## src/rtl/drum_pkg.sv

```systemverilog
// Shared types and constants for the drum strike detector.
package drum_pkg;

  localparam int VEL_W   = 7;
  localparam int VEL_MAX = 127;

  typedef enum logic [1:0] {
    IDLE    = 2'd0,
    SWING   = 2'd1,
    FIRE    = 2'd2,
    HOLDOFF = 2'd3
  } drum_state_t;

  typedef enum logic [1:0] {
    ZONE_LEFT   = 2'd0,
    ZONE_CENTRE = 2'd1,
    ZONE_RIGHT  = 2'd2
  } drum_zone_t;

endpackage

```

## src/rtl/drum_zone_vel.sv

```systemverilog
// Combinational yaw-to-zone classifier and magnitude-to-velocity scaler.
module drum_zone_vel
  import drum_pkg::*;
#(
  parameter int VEL_SHIFT = 6,
  parameter int ZONE_L    = -3000,
  parameter int ZONE_R    = 3000
) (
  input  logic signed [15:0]      yaw,
  input  logic        [16:0]      mag,
  output drum_zone_t              zone,
  output logic        [VEL_W-1:0] velocity
);

  logic [16:0] shifted;

  always_comb begin
    zone = ZONE_CENTRE;
    if (int'(yaw) < ZONE_L) begin
      zone = ZONE_LEFT;
    end else if (int'(yaw) > ZONE_R) begin
      zone = ZONE_RIGHT;
    end
  end

  // Velocity is never reported as zero: a detected strike always sounds.
  always_comb begin
    shifted  = mag >> VEL_SHIFT;
    velocity = shifted[VEL_W-1:0];
    if (shifted > 17'(VEL_MAX)) begin
      velocity = VEL_W'(VEL_MAX);
    end else if (shifted == 17'd0) begin
      velocity = VEL_W'(1);
    end
  end

endmodule

```

## src/rtl/drum_strike_detector.sv

```systemverilog
// Gyro-pitch drum strike detector with hysteresis, swing timeout and refractory holdoff.
// Define STRIKE_PEAK_VEL_EN to derive velocity from the swing peak instead of the onset sample.
module drum_strike_detector
  import drum_pkg::*;
#(
  parameter int THRESH_ON         = 2000,
  parameter int THRESH_OFF        = 500,
  parameter int REFRACT_SAMPLES   = 10,
  parameter int MAX_SWING_SAMPLES = 50,
  parameter int VEL_SHIFT         = 6,
  parameter int ZONE_L            = -3000,
  parameter int ZONE_R            = 3000
) (
  input  logic               clk,
  input  logic               rst,
  input  logic               sensor_ok,
  input  logic               gyro_valid,
  input  logic signed [15:0] gyro_y,
  input  logic signed [15:0] yaw,
  output logic               strike_valid,
  output logic [1:0]         strike_zone,
  output logic [VEL_W-1:0]   strike_velocity,
  output logic [15:0]        strike_count,
  output logic               busy
);

  drum_state_t state_reg, state_next;

  logic               valid_d_reg;
  logic               samp_stb_reg;
  logic signed [15:0] samp_gyro_reg;
  logic signed [15:0] samp_yaw_reg;
  logic signed [16:0] gyro_ext;
  logic        [16:0] mag;
  logic               gyro_on;
  logic               gyro_off;

  logic [15:0]        swing_cnt_reg, swing_cnt_next;
  logic [15:0]        refr_cnt_reg, refr_cnt_next;
  logic               load_onset;
  logic signed [15:0] yaw_cap_reg;
  logic        [16:0] mag_sel;

  logic               strike_valid_reg;
  drum_zone_t         strike_zone_reg;
  logic [VEL_W-1:0]   strike_velocity_reg;
  logic [15:0]        strike_count_reg;
  drum_zone_t         zone_w;
  logic [VEL_W-1:0]   vel_w;
  logic               fire_next;

  // Rising-edge detect: the sample is registered together with the strobe.
  always_ff @(posedge clk or posedge rst) begin
    if (rst) begin
      valid_d_reg   <= 1'b0;
      samp_stb_reg  <= 1'b0;
      samp_gyro_reg <= '0;
      samp_yaw_reg  <= '0;
    end else begin
      valid_d_reg  <= gyro_valid;
      samp_stb_reg <= gyro_valid & ~valid_d_reg;
      if (gyro_valid & ~valid_d_reg) begin
        samp_gyro_reg <= gyro_y;
        samp_yaw_reg  <= yaw;
      end
    end
  end

  // 17-bit magnitude so that -32768 maps to +32768.
  assign gyro_ext = {samp_gyro_reg[15], samp_gyro_reg};
  assign mag      = samp_gyro_reg[15] ? 17'(-gyro_ext) : 17'(gyro_ext);
  assign gyro_on  = int'(samp_gyro_reg) < -THRESH_ON;
  assign gyro_off = int'(samp_gyro_reg) >= -THRESH_OFF;

  always_comb begin
    state_next     = state_reg;
    swing_cnt_next = swing_cnt_reg;
    refr_cnt_next  = refr_cnt_reg;
    load_onset     = 1'b0;
    if (!sensor_ok) begin
      state_next = IDLE;
    end else begin
      case (state_reg)
        IDLE: begin
          if (samp_stb_reg && gyro_on) begin
            state_next     = SWING;
            swing_cnt_next = '0;
            load_onset     = 1'b1;
          end
        end
        SWING: begin
          if (samp_stb_reg) begin
            swing_cnt_next = swing_cnt_reg + 16'd1;
            if (gyro_off) begin
              state_next = FIRE;
            end else if (swing_cnt_next == 16'(MAX_SWING_SAMPLES)) begin
              state_next = IDLE;
            end
          end
        end
        FIRE: begin
          state_next    = HOLDOFF;
          refr_cnt_next = '0;
        end
        HOLDOFF: begin
          if (samp_stb_reg) begin
            refr_cnt_next = refr_cnt_reg + 16'd1;
            if (refr_cnt_next == 16'(REFRACT_SAMPLES)) begin
              state_next = IDLE;
            end
          end
        end
        default: state_next = IDLE;
      endcase
    end
  end

  assign fire_next = (state_next == FIRE);

  always_ff @(posedge clk or posedge rst) begin
    if (rst) begin
      state_reg     <= IDLE;
      swing_cnt_reg <= '0;
      refr_cnt_reg  <= '0;
      yaw_cap_reg   <= '0;
    end else begin
      state_reg     <= state_next;
      swing_cnt_reg <= swing_cnt_next;
      refr_cnt_reg  <= refr_cnt_next;
      if (load_onset) begin
        yaw_cap_reg <= samp_yaw_reg;
      end
    end
  end

`ifdef STRIKE_PEAK_VEL_EN
  logic [16:0] peak_reg, peak_next;

  // Include the current sample so the release sample can still raise the peak.
  always_comb begin
    peak_next = peak_reg;
    if (state_reg == SWING && samp_stb_reg && mag > peak_reg) begin
      peak_next = mag;
    end
  end

  always_ff @(posedge clk or posedge rst) begin
    if (rst) begin
      peak_reg <= '0;
    end else if (load_onset) begin
      peak_reg <= mag;
    end else begin
      peak_reg <= peak_next;
    end
  end

  assign mag_sel = peak_next;
`else
  logic [16:0] onset_reg;

  always_ff @(posedge clk or posedge rst) begin
    if (rst) begin
      onset_reg <= '0;
    end else if (load_onset) begin
      onset_reg <= mag;
    end
  end

  assign mag_sel = onset_reg;
`endif

  drum_zone_vel #(
    .VEL_SHIFT (VEL_SHIFT),
    .ZONE_L    (ZONE_L),
    .ZONE_R    (ZONE_R)
  ) u_zone_vel (
    .yaw      (yaw_cap_reg),
    .mag      (mag_sel),
    .zone     (zone_w),
    .velocity (vel_w)
  );

  // Strike outputs are loaded on entry to FIRE so they align with the pulse.
  always_ff @(posedge clk or posedge rst) begin
    if (rst) begin
      strike_valid_reg    <= 1'b0;
      strike_zone_reg     <= ZONE_LEFT;
      strike_velocity_reg <= '0;
      strike_count_reg    <= '0;
    end else begin
      strike_valid_reg <= fire_next;
      if (fire_next) begin
        strike_zone_reg     <= zone_w;
        strike_velocity_reg <= vel_w;
        strike_count_reg    <= strike_count_reg + 16'd1;
      end
    end
  end

  assign strike_valid    = strike_valid_reg;
  assign strike_zone     = strike_zone_reg;
  assign strike_velocity = strike_velocity_reg;
  assign strike_count    = strike_count_reg;
  assign busy            = (state_reg != IDLE);

endmodule

```

## config.mk

```make
export PLATFORM = sky130hd
export DESIGN_NAME = drum_strike_detector
export DESIGN_NICKNAME = d
export VERILOG_FILES = /design/src/rtl/drum_pkg.sv /design/src/rtl/drum_zone_vel.sv /design/src/rtl/drum_strike_detector.sv
export SDC_FILE = /design/constraint.sdc
export NUM_CORES = 1
export LEC_CHECK = 0
export CAP_MARGIN = 0
export CORE_ASPECT_RATIO = 0.8
export CORE_MARGIN = 2
export CORE_UTILIZATION = 43
export DETAILED_ROUTE_END_ITERATION = 12
export PLACE_DENSITY = 0.7
export SYNTH_ARGS = -nofsm -noshare
export SYNTH_HDL_FRONTEND = slang
export SYNTH_SLANG_ARGS = --single-unit
```

## constraint.sdc

```tcl
create_clock -name clk -period 5.25 [get_ports clk]
set_input_delay 1.3125 -clock clk [delete_from_list [all_inputs] [get_ports clk]]
set_output_delay 1.3125 -clock clk [all_outputs]
set_load 0.1 [all_outputs]
```

==> results by group, run 1 <==
Run status
  • Run status: finished clean

Global route
  • Vias in the first global route: 4147
  • First-pass GRT wire length: 20.6 mm
  • Total global routing track utilization: 0.182
  • Largest net degree at the start of global routing: 82
  • Antenna violations before repair: 0
  • GRT overflow: 0

STA
  • Worst slew margin: 0.332
  • Slew @ Worst Pin: 1.00 ns
  • RSZ-0062 raised after global routing: no
  • Fin Hold WS: 0.471 ns
  • Final min period: 3.70 ns
  • Max Slew Vio Count: 0
  • Final number of setup-violating endpoints: 0
  • TNS Setup: 0 ns
  • Maximum clock frequency: 270 MHz
  • Crit share post-route: 0.704
  • Fin. Hold Viols: 0
  • Skew final: 0.00744 ns

Synth
  • Netlist Area Pre-Place: 5850 um2
  • Post-Syn Instances: 570
  • Post-synthesis mux area share: 0.105
  • Compound-Gate Fraction of Synth Area: 0.118
  • EDFF count, synth: 0
  • Synth area leader: dfrtp_1
  • Syn_area_per_cell: 10.3 um2
  • Sequential cell area fraction in the yosys report: 0.517
  • Top cells by area, synth: dfrtp_1 (52%), mux2_2 (9.4%), o21ai_0 (3.4%)
  • Post-synth ARST share: 1.00
  • Ys Warns: 0
  • Yosys reg bits: 121
  • Area share of the largest cell type after synthesis: 0.517
  • Top_reg_cell synth: dfrtp_1
  • Largest family of logic cells by synthesized area: simple AND/OR/NAND/NOR gates
  • Post-Synth Adder-Cell Area: 0.0107
  • Netlist cell types: 50
  • Syn Nets: 611
  • Synth Area in XOR/XNOR: 0.0509
  • Simple-Gate Fraction of Synth Area: 0.170

Setup path
  • Critical Path Fanout Max: 12
  • Worst stage delay on the critical path: 1.12 ns
  • Critical Path RT: 3.94 ns
  • CP Data Arrival Time: 2.39 ns
  • CP Capture Type: primary output
  • CP Class: register to primary output
  • Critical-path cell list: or2_2 -> clkdlybuf4s50_1
  • Worst Setup Start Kind: register
  • Slowest-stage cell, CP: clkdlybuf4s50_1

Clocking
  • # resized after CTS: 0
  • Setup Buffers After CTS: 0
  • Sink Count: 121
  • CTS clk-pin slew, worst paths: 0.06 ns
  • Clock tree buffer depth: 2
  • Num CTS Buffers: 17
  • Root Buffer: clkbuf_16
  • CTS tree: done
  • Worst skew pair latency: 0.42 ns
  • Post-CTS Hold Buffers: 0
  • H-tree Lvls: 4

Routing
  • Via/cell ratio: 5.44
  • Drt initial violations: 358
  • Total number of vias: 4441
  • Wire length per cell: 15.1 um
  • Initial DRT Pass Iterations: 6
  • Final ANT Viol Nets: 0
  • Post-route DRC: 0
  • Final WL: 12.3 mm

Final layout
  • Layout area overhead: 23.4%
  • # nets final: 665
  • Commonest non-fill, non-tap cell in the layout: dfrtp_1
  • Most frequent cells in the layout: dfrtp_1 (121), clkdlybuf4s50_1 (62), nor2_1 (52)
  • Layout cell share with drive strength beyond 1: 0.155
  • Antenna cell count: 0

Power
  • Max VDD drop: 0.248 mV
  • Power density of the placed cells: 426 nW/um2
  • Static Leak: 3.02 nW

Job
  • Max cap viols: 0

Placed design
  • RD Place Congestion: 0.819
  • Port bufs: 62
  • Hpwl dp: 8.46 mm

Floorplanning
  • Die area: 14600 um2
  • Placement Rows: 38
  • Initial Util: 0.437
  • CORE AREA: 13400 um2
  • Die width: 134 um
  • I/O pins: 63
  • Die Y: 108 um

Hold path
  • Hold WC Path Type: register to register
## area by class of cell
class | instances | area (um2)
Fill cell | 1175 | 6190
Sequential cell | 121 | 3030
Multi-Input combinational cell | 405 | 2670
Timing Repair Buffer | 68 | 666
Clock buffer | 17 | 425
Tap cell | 180 | 225
Clock inverter | 15 | 165
Inverter | 11 | 43.8
## critical path: cells and delay by family (launching register included)
family,cells,cell delay [ns]
and+or+nand+nor,1,0.21
buffers and inverters,1,1.12
DFF,1,0.64
## path summary, 6_finish.rpt
path / startpoint / endpoint / slack [ns] / depth (start not counted)
worst max-delay path: state_reg[0] / busy / 1.55 / 2
worst min-delay path: strike_count[15] / strike_count[15] / 0.47 / 1
worst max register to register: swing_cnt_reg[0] / state_reg[0] / 2.62 / 6
worst min register to register: strike_count[15] / strike_count[15] / 0.47 / 1
max in group asynchronous: rst / samp_gyro_reg[4] / 2.88 / 3
min in group asynchronous: rst / strike_count[15] / 1.48 / 2
## power breakdown
part           internal [mW]  switching (mW)
Clock                  0.708           0.450
Sequential              1.10           0.143
Combinational          0.235           0.440
Total                   2.04            1.03
## logic make-up after synthesis
family,Yosys count
buf+inv,44
simple gates,200
flops,121
mux,55
fa+ha+maj,5
compound gates,111
xor+xnor,34
## Yosys cell counts, drive strengths merged (3+ instances only)
library cell  instances
nand3                16
nand2b                3
a22o                  3
mux2                 49
nand4                18
and3                  6
buf                   3
nor2b                 3
nor2                 52
or4                   3
a31oi                 6
nor3                 15
xnor2                13
or2                   7
a21oi                29
ha                    5
inv                  11
nand4b                3
o21ai                40
and2                  3
xor2                 21
dfrtp               121
mux2i                 6
o31ai                10
nand2                50
or3                   4
o41ai                 4
o22ai                 4
nor4                 10
clkbuf               30
## layer usage
metal  global-route usage  wire length [um]
met1                0.254              6070
met3               0.0628               536
met2                0.265              5560
met5                    0                 0
met4               0.0586               143
## metrics by stage
stage	total power [mW]	util	setup slack, ns	cells	instance area (um2)
after floorplan	1.73	-	0.723	570	5850
after global placement	1.91	0.495	1.51	785	6630
after detailed placement	1.93	0.495	1.47	785	6630
after CTS	3.10	0.539	1.53	817	7220
after global routing	3.22	0.539	1.43	817	7220
final	3.07	0.539	1.55	817	7220
Power figures use the tool's default switching activity.
==> run 2, diff against run 1 <==
==> constraint.sdc (replaced) <==
create_clock -name clk -period 3.7 [get_ports clk]
set_input_delay 0.925 -clock clk [delete_from_list [all_inputs] [get_ports clk]]
set_output_delay 0.925 -clock clk [all_outputs]
set_load 0.1 [all_outputs]
==> run 2 against run 1 <==
  * Power rose by 44%
  * Combinational power up 42%
  * Hold slack better by 0.0055 ns
==> results by group, run 2 (synthesized netlist as in run 1, its figures left out) <==
Clocking
  • Root Buffer: clkbuf_16
  • Worst skew pair latency: 0.41 ns
  • Clock tree buffer depth: 2
  • Post-CTS Hold Buffers: 0
  • H-tree Lvls: 4
  • CTS tree: done
  • Num CTS Buffers: 17
  • # resized after CTS: 0
  • CTS clk-pin slew, worst paths: 0.06 ns
  • Setup Buffers After CTS: 0
  • Sink Count: 121

Routing
  • Final WL: 12.5 mm
  • M1 WL: 5.99 mm
  • Met2 Wirelength: 5.79 mm
  • Initial DRT Pass Iterations: 5
  • Met3 routed WL: 482 um
  • Wire length per cell: 15.2 um
  • Post-route DRC: 0
  • Drt initial violations: 370
  • Max Used Layer: met4
  • Via/cell ratio: 5.57
  • Total number of vias: 4562
  • Final ANT Viol Nets: 0

Setup path
  • Worst r2r path cells: 6
  • Top Family by Delay on Critical Path: buffers and inverters
  • CP Data Arrival Time: 1.97 ns
  • Critical Path Fanout Max: 4
  • CP Class: register to primary output
  • CP Capture Type: primary output
  • RR Endpoint: state_reg[0]
  • Worst stage delay on the critical path: 1.15 ns
  • Slowest-stage cell, CP: clkdlybuf4s50_1
  • Reg-to-Reg Start: swing_cnt_reg[0]
  • Worst Setup Start Kind: register
  • Flop-to-flop setup slack: 0.99 ns
  • Buf/Inv on CP: 1
  • Critical-path cell list: clkdlybuf4s50_1
  • Critical Path RT: 2.77 ns

Hold path
  • Hold WC Path Type: register to register
  • Hold Path Origin: strike_count[15]
  • Min-Delay Path Depth: 1
  • WHS Endpoint: strike_count[15]

Final layout
  • Commonest non-fill, non-tap cell in the layout: dfrtp_1
  • Fillers: 1149
  • # nets final: 667
  • Final cell count without fillers: 819
  • Most frequent cells in the layout: dfrtp_1 (121), nor2_1 (52), clkdlybuf4s50_1 (51)
  • Layout cell share with drive strength beyond 1: 0.175
  • Layout area overhead: 24.0%
  • Fin util: 0.541
  • Antenna cell count: 0

STA
  • Slew @ Worst Pin: 0.987 ns
  • Crit share post-route: 0.782
  • TNS Setup: 0 ns
  • Worst slew margin: 0.340
  • Final number of setup-violating endpoints: 0
  • Max Slew Vio Count: 0
  • Final min period: 2.89 ns
  • Fin. Hold Viols: 0
  • Maximum clock frequency: 346 MHz
  • Skew final: 0.00729 ns
  • RSZ-0062 raised after global routing: no

Global route
  • Vias in the first global route: 4337
  • Largest net degree at the start of global routing: 46
  • Total global routing track utilization: 0.183
  • First-pass GRT wire length: 21.2 mm
  • Antenna violations before repair: 0
  • GRT overflow: 0

Placed design
  • Placed cells: 787
  • Port bufs: 62
  • Hpwl dp: 8.57 mm
  • RD Place Congestion: 0.827

Run status
  • Run status: finished clean

Power
  • Max VDD drop: 0.346 mV
  • Power density of the placed cells: 611 nW/um2
  • Tot Pwr: 4.44 mW
  • Static Leak: 3.06 nW

Floorplanning
  • Die area: 14600 um2
  • Die Y: 108 um
  • I/O pins: 63
  • Placement Rows: 38
  • Die width: 134 um
  • CORE AREA: 13400 um2
  • Initial Util: 0.437

Job
  • Max cap viols: 0
==> run 2: changes by cell type in the layout (fill, tap and decap cells not counted), sizes merged <==
cell           change
buf               +13
clkinvlp           +2
clkdlybuf4s50     -11
clkinv             -1
bufinv             +1
inv                -2
==> run 2: report_power, final <==
part           internal (mW)  switching, mW  leakage, nW
sequential              1.56          0.206         1.53
clock                   1.07          0.637        0.296
combinational          0.331          0.630         1.23
total                   2.96           1.47         3.06
==> run 2: final cells by class <==
cell class	instances	area (um2)	area share
Clock inverter	15	189	0.0260
Clock buffer	17	425	0.0586
Tap cell	180	225	0.0310
Multi-Input combinational cell	405	2670	0.368
Sequential cell	121	3030	0.417
Inverter	11	45.0	0.00620
Timing Repair Buffer	70	678	0.0934
==> run 2: how the worst max path moves through the flow <==
stage                                 from               end  cells after the start
after floorplan                  sensor_ok  strike_count[13]                      6
after global placement           sensor_ok  strike_count[13]                      6
after detailed placement         sensor_ok  strike_count[13]                      6
after CTS                  strike_count[7]   strike_count[7]                      1
after global routing      swing_cnt_reg[0]      state_reg[0]                      6
final                      strike_count[7]   strike_count[7]                      1
==> run 2: per-layer routing <==
layer	track usage	vias up
met3	0.0323	17
met2	0.287	111
met1	0.253	2273
met4	0.0759	0
li1	-	2161
met5	0	-
==> run 2: per-stage QoR <==
step | hold WS, ns | instance area [um2] | setup slack [ns]
floorplan | 0.446 | 5860 | 1.20
global placement | 0.468 | 6650 | 0.736
detailed placement | 0.472 | 6650 | 0.656
CTS | 0.481 | 7260 | 0.780
global route | 0.503 | 7260 | 0.744
finish | 0.477 | 7260 | 0.807
==> run 3, diff against run 2 <==
==> constraint.sdc (replaced) <==
create_clock -name clk -period 2.78 [get_ports clk]
set_input_delay 0.695 -clock clk [delete_from_list [all_inputs] [get_ports clk]]
set_output_delay 0.695 -clock clk [all_outputs]
set_load 0.1 [all_outputs]
==> run 3 against run 2 <==
  * Flip-flop and latch count is the same
  * Wire length fell by 0.56%
  * Final cell count rose by 1.1%
  * Final area hardly changed
  * Register-to-register slack lost 0.73 ns
==> results by group, run 3 (synthesized netlist as in run 1, its figures left out) <==
Setup path
  • CP Class: register to register
  • Reg-to-Reg Start: swing_cnt_reg[0]
  • Worst Setup Start Kind: register
  • Critical-path cell list: ha_1 -> nand4_1 -> o21ai_0 -> a31oi_1 -> o32a_1 -> a2111oi_0 -> buf_4 -> o31ai_1
  • Worst setup startpoint: swing_cnt_reg[0]
  • Worst stage delay on the critical path: 0.50 ns
  • Critical Path Fanout Max: 7
  • Critical Path Stages: 8
  • CP Capture Type: register
  • Worst r2r path cells: 8
  • Top Family by Delay on Critical Path: compound AO/OA/AOI/OAI gates
  • Flop-to-flop setup slack: 0.26 ns
  • Critical Path RT: 3.06 ns
  • Buf/Inv on CP: 1
  • CP Data Arrival Time: 2.80 ns
  • Slowest-stage cell, CP: a2111oi_0

STA
  • RSZ-0062 raised after global routing: no
  • Max Slew Vio Count: 0
  • Final min period: 2.52 ns
  • Skew final: 0.00975 ns
  • TNS Setup: 0 ns
  • Fin Hold WS: 0.465 ns
  • Final number of setup-violating endpoints: 0
  • Fin. Hold Viols: 0
  • Crit share post-route: 0.906
  • Maximum clock frequency: 397 MHz
  • Worst slew margin: 0.486
  • Slew @ Worst Pin: 0.769 ns

Job
  • Max cap viols: 0

Global route
  • Total global routing track utilization: 0.185
  • First-pass GRT wire length: 21.6 mm
  • Vias in the first global route: 4401
  • Antenna violations before repair: 0
  • GRT overflow: 0
  • Largest net degree at the start of global routing: 44

Final layout
  • # nets final: 676
  • Layout cell share with drive strength beyond 1: 0.211
  • Commonest non-fill, non-tap cell in the layout: dfrtp_1
  • Most frequent cells in the layout: dfrtp_1 (121), nor2_1 (52), nand2_1 (50)
  • Layout area overhead: 24.1%
  • Antenna cell count: 0

Hold path
  • Min-Delay Path Depth: 1
  • Hold Path Origin: strike_count[15]
  • Hold WC Path Type: register to register

Floorplanning
  • Initial Util: 0.437
  • Die width: 134 um
  • Die Y: 108 um
  • CORE AREA: 13400 um2
  • I/O pins: 63
  • Placement Rows: 38
  • Die area: 14600 um2

Clocking
  • Post-CTS Hold Buffers: 0
  • Clock tree buffer depth: 2
  • Num CTS Buffers: 17
  • H-tree Lvls: 4
  • # resized after CTS: 0
  • Sink Count: 121
  • CTS tree: done
  • Root Buffer: clkbuf_16
  • Worst skew pair latency: 0.41 ns
  • CTS clk-pin slew, worst paths: 0.06 ns
  • Setup Buffers After CTS: 0

Run status
  • Run status: finished clean

Power
  • Tot Pwr: 5.73 mW
  • Static Leak: 3.11 nW
  • Max VDD drop: 0.707 mV
  • Power density of the placed cells: 789 nW/um2

Placed design
  • Hpwl dp: 8.72 mm
  • RD Place Congestion: 0.849
  • Port bufs: 62

Routing
  • Final ANT Viol Nets: 0
  • Wire length per cell: 15.0 um
  • Final WL: 12.4 mm
  • Total number of vias: 4507
  • Post-route DRC: 0
  • Via/cell ratio: 5.44
  • Initial DRT Pass Iterations: 5
  • Drt initial violations: 292
-- run 3: layer usage --
layer / part of all wire / up-vias / track usage
li1: - / 2174 / -
met1: 0.50 / 2230 / 0.266
met2: 0.45 / 92 / 0.285
met3: 0.040 / 11 / 0.0398
met4: 0.010 / 0 / 0.0541
met5: 0 / - / 0
-- run 3: power breakdown --
group	total, mW	switching [mW]	internal (mW)
Combinational	1.26	0.836	0.428
Clock	2.11	0.841	1.27
Sequential	2.36	0.280	2.07
-- run 3: final cells by class --
class | count | area (um2)
Fill cell | 1157 | 6140
Sequential cell | 121 | 3030
Multi-Input combinational cell | 405 | 2670
Timing Repair Buffer | 79 | 718
Clock buffer | 18 | 439
Tap cell | 180 | 225
Clock inverter | 14 | 139
Inverter | 11 | 45.0
-- run 3: worst paths after layout --
path,endpoint
worst min register to register,strike_count[15]
worst min-delay path,strike_count[15]
min in group asynchronous,strike_zone[0]
worst max-delay path,state_reg[0]
max in group asynchronous,state_reg[1]
worst max register to register,state_reg[0]
-- run 3: per-stage QoR --
stage          std cells   util  area (um2)  worst slack [ns]
2_1_floorplan        570      -        5860             0.506
3_3_place_gp         796  0.499        6690             0.223
3_5_place_dp         796  0.499        6690             0.197
4_1_cts              828  0.542        7260             0.270
5_1_grt              828  0.542        7260            0.0391
6_report             828  0.542        7260             0.261
